### config.mk
export PLATFORM = sky130hd
export DESIGN_NAME = rr_arbiter
export DESIGN_NICKNAME = d
export VERILOG_FILES = /design/src/rtl/rr_arbiter.sv
export SDC_FILE = /design/constraint.sdc
export NUM_CORES = 1
export LEC_CHECK = 0
export ABC_AREA = 1
export CORE_UTILIZATION = 27
export CTS_CLUSTER_DIAMETER = 80
export DETAILED_ROUTE_END_ITERATION = 12
export MAX_ROUTING_LAYER = met4
export PLACE_DENSITY = 0.6
export RECOVER_POWER = 25
export SYNTH_ARGS = -nofsm -noshare
export SYNTH_HDL_FRONTEND = slang
export SYNTH_SLANG_ARGS = --single-unit
### constraint.sdc
create_clock -name clk -period 2.3 [get_ports clk]
set_input_delay 0.69 -clock clk [delete_from_list [all_inputs] [get_ports clk]]
set_output_delay 0.69 -clock clk [all_outputs]
set_load 0.02 [all_outputs]
### src/rtl/rr_arbiter.sv
// Round-robin arbiter with a registered one-hot grant and a valid/ready
// handoff to a single consumer. The priority pointer (last_oh_q) rotates so
// that the most recently granted requester always has the lowest priority.
//
// Handshake: grant_valid/grant_oh are offered by the arbiter and held
// stable until the cycle where grant_valid & grant_ready are both high.
// That cycle is the transfer. grant_ready is ignored while grant_valid is low.
module rr_arbiter #(
  parameter int NUM_REQUESTS = 4
) (
  input  logic                    clk,
  input  logic                    rst,
  input  logic [NUM_REQUESTS-1:0] request,
  output logic                    grant_valid,
  input  logic                    grant_ready,
  output logic [NUM_REQUESTS-1:0] grant_oh,
  output logic                    dbg_state_o
);

  localparam int N = NUM_REQUESTS;
  localparam logic [N-1:0]   ONE_N     = N'(1);
  localparam logic [2*N-1:0] ONE_2N    = (2*N)'(1);
  localparam logic [N-1:0]   LAST_INIT = ONE_N << (N - 1);

  typedef enum logic {
    IDLE = 1'b0,
    HOLD = 1'b1
  } state_e;

  state_e         state_q, state_d;
  logic [N-1:0]   grant_q, grant_d;
  logic [N-1:0]   last_oh_q, last_oh_d;

  logic [N-1:0]   above_last;
  logic [N-1:0]   masked_req;
  logic [2*N-1:0] dbl_req;
  logic [2*N-1:0] dbl_iso;
  logic [N-1:0]   winner;
  logic           any_req;

  // Winner select: the low half holds only requesters above the pointer, the
  // high half holds all of them (wrap-around). Isolating the lowest set bit
  // of the doubled vector and folding the halves gives a one-hot winner.
  always_comb begin
    above_last = ~((last_oh_q - ONE_N) | last_oh_q);
    masked_req = request & above_last;
    dbl_req    = {request, masked_req};
    dbl_iso    = dbl_req & (~dbl_req + ONE_2N);
    winner     = dbl_iso[N-1:0] | dbl_iso[2*N-1:N];
    any_req    = |request;
  end

  // Next-state logic: load a new winner from IDLE or on a HOLD transfer,
  // drop back to IDLE when a transfer happens with nothing pending.
  always_comb begin
    state_d   = state_q;
    grant_d   = grant_q;
    last_oh_d = last_oh_q;
    case (state_q)
      IDLE: begin
        if (any_req) begin
          grant_d   = winner;
          last_oh_d = winner;
          state_d   = HOLD;
        end
      end
      HOLD: begin
        if (grant_ready) begin
          if (any_req) begin
            grant_d   = winner;
            last_oh_d = winner;
          end else begin
            grant_d = '0;
            state_d = IDLE;
          end
        end
      end
      default: begin
        grant_d = '0;
        state_d = IDLE;
      end
    endcase
  end

  // State registers; reset clears the offer immediately and parks the
  // pointer on the top requester so requester 0 wins first.
  always_ff @(posedge clk or posedge rst) begin
    if (rst) begin
      state_q   <= IDLE;
      grant_q   <= '0;
      last_oh_q <= LAST_INIT;
    end else begin
      state_q   <= state_d;
      grant_q   <= grant_d;
      last_oh_q <= last_oh_d;
    end
  end

  assign grant_valid = (state_q == HOLD);
  assign grant_oh    = grant_q;
  assign dbg_state_o = (state_q == HOLD);

endmodule

==> impl_metrics.yaml <==
min_path:
  hold_path.class: "reg -> reg"
sta:
  setup_tns_ns: 0
  slew_headroom_pct: 78.0
  clock_skew_ns: 0.00227
  rsz0062_at_grt: "no"
  setup_viol: 0
  finalCriticalPeriod_ns: 1.93
  whs_ns: 0.473
  fmax_mhz: 517
  tightestPinTransition_ns: 0.329
  finalCritPeriodShare_pct: 84.1
  drv_slew: 0
  fin_ws_ns: 0.367
  hold_viol_final: 0
die:
  start_util_pct: 29.1
  core_mm2: 0.00176
  die_w_um: 45.6
  fp.dieH_um: 45.6
  die_area_mm2: 0.00208
  rows: 15
  pin_count: 13
global_route:
  grtUsageMet2_pct: 18.6
  grt_pass1_vias: 434
  grt_max_degree: 11
  track_usage_pct: 11.7
  overflow: 0
  antenna_found_initial: 0
  met1_usage_pct: 12.5
  busiest_layer: "met2"
  grt_pass1_wl_mm: 1.63
  met3_usage_pct: 7.14
synth:
  synth_fp_nets: 72
  synth_cell_type_count: 17
  yosys.area_share.xor_xnor_pct: 0
  synth_compound_area_share_pct: 1.46
  syn_inst: 65
  synth_top_family_by_area: "simple AND/OR/NAND/NOR gates"
  synth_area_per_cell_um2: 7.91
  ys_ff_latch: 9
  ys_seq_area_share_pct: 44.0
  netlist_area_um2: 514
  synth-simple-area-share_pct: 45.3
  synth_mux_area_share_pct: 0
  yosysWarningCount: 0
  synth_fa_ha_area_share_pct: 0
detailed_routing:
  wirelength_um: 923
  firstDrtPassIters: 3
  via_per_inst: 4.23
  drc_errors: 0
  detail-route-antenna-nets: 0
  drtIter0Drc: 1
  routed-via-count: 444
  wire_per_inst_um: 8.79
finish:
  antenna_cells: 0
  final_common_cell: "nand2_1"
  area_growth_pct: 33.1
  fin_nets: 88
  drive_gt1_share_pct: 23.8
  fillers: 201
  most-common-layout-cells: "nand2_1, clkdlybuf4s50_1, nand3_1, dfrtp_1, inv_1"
clock_network:
  cts-htree-levels: 1
  cts_hold_buf: 0
  cts_tree: "built"
  post_cts_resized: 0
  cts_made_buffers: 3
  cts_sinks: 9
  cts_buffer_depth: 2
  cts.clk_slew.worst_paths_ns: 0.06
  post_cts_buffers: 0
  ctsRootBufferMaster: "clkbuf_4"
  clk_latency_ns: 0.26
worst_setup_path:
  criticalPathCategory: "reg -> out"
  crit_slowest_cell: "clkdlybuf4s50_1"
  crit_fanout: 4
  cp.buffers_inverters: 1
  crit_required_ns: 1.61
  slowest_delay_ns: 0.61
  end_kind: "output port"
  start_kind: "register"
  crit_family: "buffers and inverters"
  crit_path_cell_trace: "clkdlybuf4s50_1"
  cp.arrival_ns: 1.24
pwr:
  leakagePower_nw: 0.353
  peakVddDrop_mv: 0.495
  powerDensity_mw_per_mm2: 822
placed_design:
  io_buffer_count: 12
  place_ws_ns: 0.411
  gp_congestion: 0.775
  dp_hpwl_um: 739
status:
  status: "finished, final reports clean"
flow_run:
  max_cap_violations: 0
## tightest hold or removal path, stage by stage, from the launching register on
cell and delay (ns):
dfstp_2 0.37, nand2_1 0.06, nand2_1 0.05
## per-stage QoR
stage | total power, W | cells | cell area, um^2 | utilization (%)
2_1_floorplan | 0.000373 | 65 | 514 | -
3_3_place_gp | 0.000448 | 101 | 658 | 37.3
3_5_place_dp | 0.000448 | 101 | 658 | 37.3
4_1_cts | 0.000570 | 105 | 684 | 38.8
5_1_grt | 0.000605 | 105 | 684 | 38.8
6_report | 0.000563 | 105 | 684 | 38.8
## logic make-up (layout without fill, tap and decap cells)
kind of cell | Yosys count | after routing
simple gates | 44 | 44
flops | 9 | 9
buf+inv | 11 | 26
compound gates | 1 | 1
## cell type report
type | instances | area, um^2 | share of cell area (%)
Multi-Input combinational cell | 45 | 240 | 35.1
Tap cell | 25 | 31.3 | 4.57
Timing Repair Buffer | 12 | 120 | 17.6
Sequential cell | 9 | 226 | 33.1
Inverter | 10 | 40.0 | 5.85
Clock buffer | 4 | 26.3 | 3.84
## where the power goes
part / switching (W) / leakage (nW) / internal [W] / total, W
Clock: 0.0000524 / 0.0150 / 0.0000667 / 0.000119
Combinational: 0.000118 / 0.228 / 0.0000894 / 0.000207
Sequential: 0.0000316 / 0.110 / 0.000205 / 0.000237
Total: 0.000202 / 0.353 / 0.000361 / 0.000563
## metal layers
layer,vias up,part of all wire (%)
li1,230,-
met5,-,0
met1,202,46
met2,12,47
met3,0,7.4
met4,0,0
## worst paths after layout
path / from / to / cells after the start / slack [ns]
setup / recovery: dbg_state_o / grant_valid / 1 / 0.37
hold / removal: last_oh_q[3] / last_oh_q[3] / 2 / 0.47
setup reg to reg: dbg_state_o / grant_oh[1] / 7 / 1.22
hold reg to reg: last_oh_q[3] / last_oh_q[3] / 2 / 0.47
max in group asynchronous: rst / last_oh_q[3] / 2 / 1.19
min in group asynchronous: rst / last_oh_q[0] / 2 / 0.82
## flip-flops by register name (all words and copies together) (netlist names)
signal	count
dbg_state_o	1
last_oh_q	4
grant_oh	4
## synthesized netlist by cell type
cell	number	area, um^2
a21boi_0	1	7.51
and2_2	1	7.51
buf_4	1	7.51
dfrtp_1	8	200
dfstp_2	1	26.3
inv_1	7	26.3
inv_2	2	7.51
inv_4	1	6.26
nand2_1	18	67.6
nand2_2	3	18.8
nand2_4	2	22.5
nand3_1	9	45.0
nand3_2	3	30.0
nand4_1	1	6.26
nor2_1	3	11.3
nor2_2	3	18.8
nor3_1	1	5.00
No activity file was read; power rests on OpenSTA's default activity.
